File: src/rtl/apex_watch_pkg.sv
// apex_watch_pkg: shared state encoding, legality check and default sizing for the watch controller
package apex_watch_pkg;
  typedef enum logic [2:0] {
    S_IDLE    = 3'd0,
    S_ARM     = 3'd1,
    S_SEQ     = 3'd2,
    S_DONE    = 3'd3,
    S_TIMEOUT = 3'd4,
    S_KILL    = 3'd5
  } state_e;
  localparam int DEF_N_CH     = 6;
  localparam int DEF_CNT_W    = 7;
  localparam int DEF_TERMINAL = 82;
  localparam int DEF_N_STEP   = 4;
  function automatic logic legal_state(logic [2:0] s);
    return s <= 3'd5;
  endfunction
endpackage

File: src/rtl/apex_watch_sel.sv
// apex_watch_sel: range-checked channel mux and one-hot decode of the selected channel
module apex_watch_sel #(
  parameter int N_CH  = 6,
  parameter int SEL_W = $clog2(N_CH)
) (
  input  logic [SEL_W-1:0] sel,
  input  logic [N_CH-1:0]  cat_n,
  output logic             sel_fault,
  output logic [N_CH-1:0]  onehot
);
  logic in_range;
  // extra bit keeps the compare correct when N_CH is a power of two
  assign in_range  = {1'b0, sel} < (SEL_W+1)'(N_CH);
  assign sel_fault = |(onehot & ~cat_n);
  always_comb begin
    onehot = '0;
    for (int i = 0; i < N_CH; i++) onehot[i] = in_range && (sel == SEL_W'(i));
  end
endmodule

File: src/rtl/apex_watch_ctrl.sv
// apex_watch_ctrl: channel watch FSM with timeout counter, post-fault sequence and sticky error flags
module apex_watch_ctrl
  import apex_watch_pkg::*;
#(
  parameter int N_CH     = DEF_N_CH,
  parameter int SEL_W    = $clog2(N_CH),
  parameter int CNT_W    = DEF_CNT_W,
  parameter int TERMINAL = DEF_TERMINAL,
  parameter int N_STEP   = DEF_N_STEP,
  parameter int STEP_W   = $clog2(N_STEP) + 1
) (
  input  logic              clk,
  input  logic              rst,
  input  logic              clr,
  input  logic              start,
  input  logic              watch_en,
  input  logic              kbg_n,
  input  logic [SEL_W-1:0]  sel,
  input  logic [N_CH-1:0]   cat_n,
  output logic [2:0]        state,
  output logic              active,
  output logic [CNT_W-1:0]  watch_cnt,
  output logic [STEP_W-1:0] step,
  output logic [N_CH-1:0]   pluto,
  output logic              sdo,
  output logic              done,
  output logic              err_timeout,
  output logic              err_kill
);
  state_e state_q, state_d;
  logic [CNT_W-1:0] cnt_q, cnt_d;
  logic [STEP_W-1:0] step_q, step_d;
  logic [N_CH-1:0] pluto_q, pluto_d, onehot;
  logic sdo_q, sdo_d, et_q, et_d, ek_q, ek_d, active_q, active_d, done_q, done_d, sel_fault;
  apex_watch_sel #(.N_CH(N_CH), .SEL_W(SEL_W)) u_sel (
    .sel(sel), .cat_n(cat_n), .sel_fault(sel_fault), .onehot(onehot)
  );
  always_comb begin
    state_d = state_q;
    cnt_d   = cnt_q;
    step_d  = step_q;
    pluto_d = pluto_q;
    et_d    = et_q;
    ek_d    = ek_q;
    sdo_d   = sel_fault;
    if (clr) begin
      state_d = S_IDLE;
      cnt_d   = '0;
      step_d  = '0;
      sdo_d   = 1'b0;
    end else if (!legal_state(state_q)) begin
      state_d = S_IDLE;
    end else if (!kbg_n && (state_q == S_ARM || state_q == S_SEQ)) begin
      state_d = S_KILL;
      ek_d    = 1'b1;
    end else begin
      case (state_q)
        S_IDLE, S_DONE: if (start) begin
          state_d = S_ARM;
          cnt_d   = '0;
          step_d  = '0;
        end
        S_ARM: if (watch_en) begin
          if (cnt_q == CNT_W'(TERMINAL)) begin
            state_d = S_TIMEOUT;
            et_d    = 1'b1;
          end else if (sel_fault) begin
            state_d = S_SEQ;
            pluto_d = pluto_q | onehot;
            step_d  = '0;
          end else cnt_d = cnt_q + CNT_W'(1);
        end
        S_SEQ: begin
          state_d = (step_q == STEP_W'(N_STEP-1)) ? S_DONE : S_SEQ;
          step_d  = (step_q == STEP_W'(N_STEP-1)) ? step_q : step_q + STEP_W'(1);
        end
        default: ;
      endcase
    end
    active_d = (state_d == S_ARM) || (state_d == S_SEQ);
    done_d   = state_d == S_DONE;
  end
  always_ff @(posedge clk) begin
    if (rst) begin
      state_q  <= S_IDLE;
      cnt_q    <= '0;
      step_q   <= '0;
      pluto_q  <= '0;
      sdo_q    <= 1'b0;
      et_q     <= 1'b0;
      ek_q     <= 1'b0;
      active_q <= 1'b0;
      done_q   <= 1'b0;
    end else begin
      state_q  <= state_d;
      cnt_q    <= cnt_d;
      step_q   <= step_d;
      pluto_q  <= pluto_d;
      sdo_q    <= sdo_d;
      et_q     <= et_d;
      ek_q     <= ek_d;
      active_q <= active_d;
      done_q   <= done_d;
    end
  end
  assign state       = state_q;
  assign active      = active_q;
  assign watch_cnt   = cnt_q;
  assign step        = step_q;
  assign pluto       = pluto_q;
  assign sdo         = sdo_q;
  assign done        = done_q;
  assign err_timeout = et_q;
  assign err_kill    = ek_q;
endmodule

File: config.mk
export PLATFORM = sky130hd
export DESIGN_NAME = apex_watch_ctrl
export DESIGN_NICKNAME = d
export VERILOG_FILES = /design/src/rtl/apex_watch_pkg.sv /design/src/rtl/apex_watch_sel.sv /design/src/rtl/apex_watch_ctrl.sv
export SDC_FILE = /design/constraint.sdc
export NUM_CORES = 1
export LEC_CHECK = 0
export BUFFER_PORTS_ARGS = -buffer_cell sky130_fd_sc_hd__buf_2
export CAP_MARGIN = 15
export CORE_MARGIN = 3
export CORE_UTILIZATION = 48
export CTS_BUF_LIST = sky130_fd_sc_hd__clkbuf_8
export DETAILED_ROUTE_END_ITERATION = 12
export PLACE_DENSITY = 0.78
export REMOVE_ABC_BUFFERS = 1
export SETUP_SLACK_MARGIN = 0.15
export SKIP_CTS_REPAIR_TIMING = 1
export SLEW_MARGIN = 20
export SYNTH_ARGS = -nofsm -noshare
export SYNTH_HDL_FRONTEND = slang
export SYNTH_SLANG_ARGS = --single-unit
File: constraint.sdc
create_clock -name clk -period 1.9 [get_ports clk]
set_input_delay 0.285 -clock clk [delete_from_list [all_inputs] [get_ports clk]]
set_output_delay 0.285 -clock clk [all_outputs]
set_load 0.01 [all_outputs]
==> impl_metrics.toml, run 1 <==
[clocking]
cts.sinks = 24
clk_path_buf_depth = 2
cts_tree = "built"
clk_latency_ns = 0.27
clk_pin_slew_ns = 0.08
ctsRootBufferMaster = "clkbuf_8"
cts_max_level = 1
numCtsBuffers = 3

[layout]
final_cell_mix = "38 x buf_2, 20 x dfxtp_1, 16 x nor2_1, 15 x nand2_1, 10 x buf_4"
nets = 222
layout_commonest_cell = "buf_2"
stdcell_count = 232
seqCellArea_um2 = 485
areaGrowthSynthToFinish_pct = 36.4
multi_input_area_um2 = 911
diodes = 0
final_area_um2 = 1840
fillers = 179
drive_above_1_share = 0.411

[yosys]
synth_cells = 153
synth_cell_types = 47
synthSimpleGateAreaFrac = 0.244
synth_area_um2 = 1350
synth_xor_area_frac = 0.00650
async_flop_share = 0
synth_top_family_by_area = "simple AND/OR/NAND/NOR gates"
synth-edff-count = 0
synth.area.mux_share = 0.0771
synth.avg_cell_area_um2 = 8.81
synthAdderAreaFrac = 0.0371
synth_compound_area_frac = 0.230
synth-main-ff-cell = "dfxtp_1"
ys_warn_count = 0
ys_ff_latch = 24
ys_seq_area_frac = 0.357

[worst_setup_path]
end_kind = "flip-flop"
crit_path_start_kind = "flip-flop"
rr_worst_depth = 5
critical-path-max-stage-delay_ns = 0.56
rrSetupSlack_ns = -0.04
cp_cell_sequence = "or4b_4 -> or2_4 -> o211a_1 -> and4_1 -> o21a_1"
reg2reg_to = "watch_cnt[2]"
r2r-start = "watch_cnt[2]"
cp.required_ns = 2.06
critPathMaxFanout = 4
crit_path_top_delay_cell = "or4b_4"
critPathKind = "reg -> reg"
arrival_ns = 2.10

[pwr]
p_clk_frac = 0.391
p_sw_frac = 0.240
p_int_mw = 0.870
power.share.sequential = 0.448
worst_ir_drop_vdd_v = 0.000538
p_leak_nw = 0.794
powerDensity_nw_per_um2 = 622
p_switching_mw = 0.274
combPwrFrac = 0.161

[route]
drc = 0
firstDrtPassIters = 4
dr.first_iter.drc_count = 63
viasPerCell = 5.83
finalWirelength_um = 3780
antenna_left = 0
wire_per_inst_um = 16.3
vias = 1353

[floorplan]
rows = 18
core_area_um2 = 2570
die_area_um2 = 3480
initial_utilization = 0.525
die_w_um = 59.0
ios = 39
chipHeight_um = 59.0

[timing]
finalCriticalPeriod_ns = 1.94
hold_viol_final = 0
rsz0062_at_grt = "true"
final_max_slew_viol_count = 0
clock.fmax_ghz = 0.516
fin_hold_ws_ns = 0.305
tightest_slew_ns = 0.634
max_slew_margin = 0.578
setup_viol = 5
fin_crit_sh = 1.02
fin_ws_ns = -0.0377
finalClockSkew_ns = 0.00203

[place]
portBuffers = 38
place.gp.congestion = 0.880
dp_hpwl_um = 2520
place_area_um2 = 1620
dp_cells = 225

[grt]
overflow = 0
grt_pass1_wl_um = 5350
grt_use_total = 0.199
grt_max_degree = 15
antenna_found_initial = 0
grt_pass1_vias = 1171

[status]
failed_checks = "negative setup slack"
status = "finished with violations"

[hold_path]
hp-class = "in -> reg"
hold_end = "err_kill"
holdCritStartpoint = "rst"
min_delay_path_depth = 2

[run]
maxCapViolations = 0
-- kinds of logic after synthesis --
family / Yosys count
mux: 10
fa+ha+maj: 4
simple gates: 62
compound gates: 37
buf+inv: 15
xor+xnor: 1
flops: 24
-- worst max-delay path: cells and delay by family, from the launching register on --
family | cells | cell delay (ns)
AND/OR/NAND/NOR | 3 | 1.06
AO/OA/AOI/OAI | 2 | 0.43
flip-flops | 1 | 0.34
-- cell usage after synthesis (3+ instances only) --
cell,instances,area share
a211oi_1,3,0.017
a21boi_1,3,0.017
a21oi_1,5,0.019
a41oi_1,6,0.039
clkbuf_1,3,0.0084
dfxtp_1,24,0.36
ha_1,4,0.037
inv_1,9,0.025
mux2i_1,9,0.067
nand2_1,16,0.045
nand2b_1,4,0.019
nor2_1,17,0.047
nor2b_1,3,0.014
nor3_1,4,0.015
o21ai_0,3,0.011
-- worst max path at each step --
stage | from | endpoint
after CTS | watch_cnt[5] | step[2]
final | watch_cnt[2] | watch_cnt[2]
after global routing | watch_cnt[3] | watch_cnt[3]
after floorplan | state[1] | watch_cnt[3]
after detailed placement | watch_cnt[5] | step[2]
after global placement | watch_cnt[5] | watch_cnt[5]
-- area by class of cell --
class / count / area share
timing repair buffer: 51 / 0.163
clock inverter: 1 / 0.0163
tap: 30 / 0.0204
multi-input combinational: 114 / 0.496
inverter: 9 / 0.0184
sequential: 24 / 0.264
clock buffer: 3 / 0.0225
-- power groups by stage --
| stage | logic, mW | clock network, mW | registers, mW |
|---|---|---|---|
| final | 0.184 | 0.447 | 0.512 |
| after global routing | 0.197 | 0.479 | 0.513 |
| after CTS | 0.162 | 0.451 | 0.512 |
| after detailed placement | 0.159 | 0 | 0.524 |
| after global placement | 0.155 | 0 | 0.523 |
| after floorplan | 0.0912 | 0 | 0.530 |
-- layer usage --
metal  GRT usage  share of wire  vias to the layer above  wire, um
li1            -              -                      655         -
met1       0.264           0.42                      638      1600
met2       0.338           0.51                       53      1920
met3      0.0261          0.059                        7       222
met4      0.0583          0.012                        0        44
met5           0              0                        -         0
-- registers in the layout, indices dropped and copies added (netlist names) --
signal / count
watch_cnt: 7
pluto: 6
state: 3
step: 3
active: 1
done: 1
err_kill: 1
err_timeout: 1
sdo: 1
-- per-stage QoR --
stage / utilization / power [mW] / setup slack (ns) / setup TNS [ns]
floorplan: - / 0.621 / 0.00479 / 0
global placement: 0.631 / 0.679 / 0.0807 / 0
detailed placement: 0.631 / 0.683 / 0.0138 / 0
CTS: 0.658 / 1.13 / -0.0770 / -0.253
global route: 0.716 / 1.19 / -0.113 / -0.403
finish: 0.716 / 1.14 / -0.0377 / -0.108
No activity file was read; power rests on OpenSTA's default activity.
==> inputs of run 2 (changes only) <==
Settings changed: CORE_UTILIZATION 48 to 53, PLACE_DENSITY 0.78 to 0.81.
Clock period 1.9 ns to 2.2 ns, I/O delays scaled along.
==> run 2 against run 1 <==
The flow now finishes without violations. Routed wire length decreased by 14%. Final area down 12%. Non-clock buffer count is 13 lower. First-iteration DRC count fell by 29%. Die area shrank 8.5%. Sequential power down 13%. Power down 16%. Clock-buffer cell count unchanged. Maximum frequency shrank 2.5%. Sequential share of layout area increased by 3.3 points. Register-to-register slack improved by 0.25 ns. Core utilization fell by 1.5 points.
==> impl_metrics.toml, run 2 (synthesis gave the netlist of run 1 again) <==
[timing]
fin_hold_ws_ns = 0.342
setup_viol = 0
max_slew_margin = 0.601
hold_viol_final = 0
final_max_slew_viol_count = 0
finalClockSkew_ns = 0.00262
finalCriticalPeriod_ns = 1.99
fin_ws_ns = 0.213
fin_crit_sh = 0.903
tightest_slew_ns = 0.599
final.setup.tns_ns = 0
clock.fmax_ghz = 0.503
rsz0062_at_grt = "false"

[floorplan]
chipHeight_um = 56.4
initial_utilization = 0.581
ios = 39
core_area_um2 = 2320
die_area_um2 = 3180
die_w_um = 56.4
rows = 17

[worst_setup_path]
crit_path_start_kind = "flip-flop"
end_kind = "flip-flop"
critPathKind = "reg -> reg"
critPathMaxFanout = 6
cp.required_ns = 2.38
arrival_ns = 2.16

[layout]
stdcell_count = 217
seqCellArea_um2 = 483
largest_reg_flops = 7
layout_commonest_cell = "buf_2"
drive_above_1_share = 0.296
diodes = 0
nets = 209
fillers = 191
multi_input_area_um2 = 811
areaGrowthSynthToFinish_pct = 20.5
final_cell_mix = "38 x buf_2, 22 x dfxtp_1, 16 x nand2_1, 16 x nor2_1"

[route]
viasPerCell = 5.94
wire_per_inst_um = 14.9
dr.first_iter.drc_count = 45
finalWirelength_um = 3240
antenna_left = 0
vias = 1290
firstDrtPassIters = 4
drc = 0

[grt]
grt_pass1_wl_um = 5490
antenna_found_initial = 0
grt_pass1_vias = 1255
grt_max_degree = 15
grt_use_total = 0.211
overflow = 0

[clocking]
clk_latency_ns = 0.27
ctsRootBufferMaster = "clkbuf_8"
cts_tree = "built"
cts.sinks = 24
cts_max_level = 1
clk_pin_slew_ns = 0.08
clk_path_buf_depth = 2
numCtsBuffers = 3

[status]
status = "complete, no violations"

[place]
portBuffers = 38
pre_cts_ws_ns = 0.155
dp_cells = 213
place.gp.congestion = 0.953
dp_hpwl_um = 2470

[pwr]
powerDensity_nw_per_um2 = 592
worst_ir_drop_vdd_v = 0.000522
power_mw = 0.961
p_leak_nw = 0.711

[run]
maxCapViolations = 0

[hold_path]
hp-class = "in -> reg"
[run 2: cell count changes in the layout (fill, tap and decap cells not counted), sizes merged]
cell,previous run,this run
buf,51,38
[run 2: worst paths after layout]
check                                    end  cells past startpoint         start  slack [ns]
worst min-delay path                err_kill                      2           rst        0.34
worst min register to register      pluto[0]                      2      pluto[0]        0.48
worst max-delay path            watch_cnt[2]                      5  watch_cnt[2]        0.21
worst max register to register  watch_cnt[2]                      5  watch_cnt[2]        0.21
[run 2: power breakdown]
group | internal, mW | switching, mW | leakage, nW | total, mW
registers | 0.439 | 0.00662 | 0.195 | 0.446
logic | 0.0523 | 0.0739 | 0.480 | 0.126
clock network | 0.244 | 0.145 | 0.0357 | 0.389
total | 0.735 | 0.226 | 0.711 | 0.961
[run 2: stage by stage]
| step | area (um2) | util |
|---|---|---|
| floorplan | 1320 | - |
| global route | 1620 | 0.700 |
| global placement | 1540 | 0.665 |
| finish | 1620 | 0.700 |
| detailed placement | 1540 | 0.665 |
| CTS | 1610 | 0.696 |
[run 2: layer usage]
metal | GRT usage | wire, um | up-vias
met1 | 0.262 | 1340 | 606
met3 | 0.0506 | 217 | 4
met5 | 0 | 0 | -
met4 | 0.0508 | 28 | 0
met2 | 0.365 | 1650 | 51
li1 | - | - | 629
[run 2: area by class of cell]
cell class	count	area share
Clock inverter	1	0.0185
Timing Repair Buffer	38	0.117
Sequential cell	24	0.297
Tap cell	28	0.0216
Inverter	9	0.0208
Clock buffer	3	0.0254
Multi-Input combinational cell	114	0.499
[run 2: critical path, cell delays in order (launching register included)]
cell	delay, ns
dfxtp_1	0.36
or4b_1	0.58
or2_1	0.30
o211a_1	0.27
and4_1	0.21
o21a_1	0.16
==> inputs of run 3 (changes only) <==
Settings changed: CORE_ASPECT_RATIO from default to 1.4.
==> run 3 against run 2 <==
Die area up 0.26%. Combinational power is essentially flat. Via count decreased by 2.4%. Global-route usage shrank 0.66 points. Flip-flop and latch count is the same. Largest cell class unchanged.
==> impl_metrics.toml, run 3 (synthesis gave the netlist of run 1 again) <==
[worst_setup_path]
critPathMaxFanout = 6
rr_worst_depth = 5
cp_cell_sequence = "or4b_1 -> or2_1 -> o211a_1 -> and4_1 -> o21a_1"
end_kind = "flip-flop"
cp_num_buf_inv = 0
crit_family = "simple AND/OR/NAND/NOR gates"
crit_path_start_kind = "flip-flop"
r2r-start = "watch_cnt[2]"
cp.required_ns = 2.37
arrival_ns = 2.13
crit_path_top_delay_cell = "or4b_1"
rrSetupSlack_ns = 0.24
reg2reg_to = "watch_cnt[2]"
critPathKind = "reg -> reg"
critical-path-max-stage-delay_ns = 0.58

[floorplan]
core_area_um2 = 2420
die_area_um2 = 3190
initial_utilization = 0.557
chipHeight_um = 65.7
die_w_um = 48.6
rows = 21
ios = 39

[route]
vias = 1259
drc = 0
dr.first_iter.drc_count = 35
antenna_left = 0
finalWirelength_um = 3100
firstDrtPassIters = 5
wire_per_inst_um = 13.9
viasPerCell = 5.65

[place]
place.gp.congestion = 0.789
pre_cts_ws_ns = 0.228
dp_hpwl_um = 2410
dp_cells = 219
portBuffers = 38

[timing]
hold_viol_final = 0
max_slew_margin = 0.631
tightest_slew_ns = 0.554
final.setup.tns_ns = 0
fin_ws_ns = 0.241
fin_crit_sh = 0.891
rsz0062_at_grt = "false"
finalClockSkew_ns = 0.00546
clock.fmax_ghz = 0.510
setup_viol = 0
finalCriticalPeriod_ns = 1.96
final_max_slew_viol_count = 0

[hold_path]
hold_end = "err_kill"
holdCritStartpoint = "rst"
min_delay_path_depth = 2
hp-class = "in -> reg"

[grt]
grt_pass1_vias = 1211
overflow = 0
grt_max_degree = 14
grt_pass1_wl_um = 5190
grt_use_total = 0.205
antenna_found_initial = 0

[pwr]
p_leak_nw = 0.703
power_mw = 0.873
worst_ir_drop_vdd_v = 0.000347
powerDensity_nw_per_um2 = 542

[status]
status = "complete, no violations"

[clocking]
clk_path_buf_depth = 2
clk_pin_slew_ns = 0.08
numCtsBuffers = 3
clk_latency_ns = 0.27
cts.sinks = 24
cts_tree = "built"
cts_max_level = 1
ctsRootBufferMaster = "clkbuf_8"

[layout]
stdcell_count = 223
multi_input_area_um2 = 805
areaGrowthSynthToFinish_pct = 19.4
fillers = 220
seqCellArea_um2 = 483
largest_reg_flops = 7
final_cell_mix = "38 x buf_2, 22 x dfxtp_1, 16 x nand2_1, 16 x nor2_1"
diodes = 0
utilization = 0.666
nets = 209
drive_above_1_share = 0.291
layout_commonest_cell = "buf_2"

[run]
maxCapViolations = 0
[run 3: cell count changes in the layout (fill, tap and decap cells not counted), sizes merged]
cell	delta
bufinv	-1
clkbuf	+1
[run 3: metal layers]
metal / share of wire / wire length [um] / track usage / up-vias
li1: - / - / - / 625
met1: 0.40 / 1250 / 0.207 / 579
met5: 0 / 0 / 0 / -
met4: 0.015 / 47 / 0.0925 / 0
met2: 0.52 / 1620 / 0.401 / 50
met3: 0.056 / 173 / 0.0340 / 5
[run 3: worst max-delay path by stage]
stage / start / to / slack [ns] / cells after the start
3_5_place_dp: state[1] / watch_cnt[3] / 0.23 / 5
3_3_place_gp: sel[0] / watch_cnt[3] / 0.26 / 6
5_1_grt: watch_cnt[2] / step[1] / 0.17 / 5
4_1_cts: state[1] / watch_cnt[3] / 0.20 / 5
6_report: watch_cnt[2] / watch_cnt[2] / 0.24 / 5
2_1_floorplan: state[1] / watch_cnt[3] / 0.30 / 5
[run 3: layout make-up]
| class | count | share of cell area |
|---|---|---|
| Timing Repair Buffer | 38 | 0.118 |
| Clock buffer | 4 | 0.0342 |
| Inverter | 9 | 0.0210 |
| Multi-Input combinational cell | 114 | 0.500 |
| Sequential cell | 24 | 0.300 |
| Tap cell | 34 | 0.0264 |
[run 3: per-stage QoR]
step / area, um2 / hold WS [ns]
6_report: 1610 / 0.348
4_1_cts: 1600 / 0.354
3_5_place_dp: 1550 / 0.466
2_1_floorplan: 1320 / 0.402
3_3_place_gp: 1550 / 0.451
5_1_grt: 1610 / 0.378
[run 3: power by group]
group / internal (mW) / switching, mW
combinational: 0.0523 / 0.0730
clock: 0.160 / 0.142
sequential: 0.439 / 0.00663
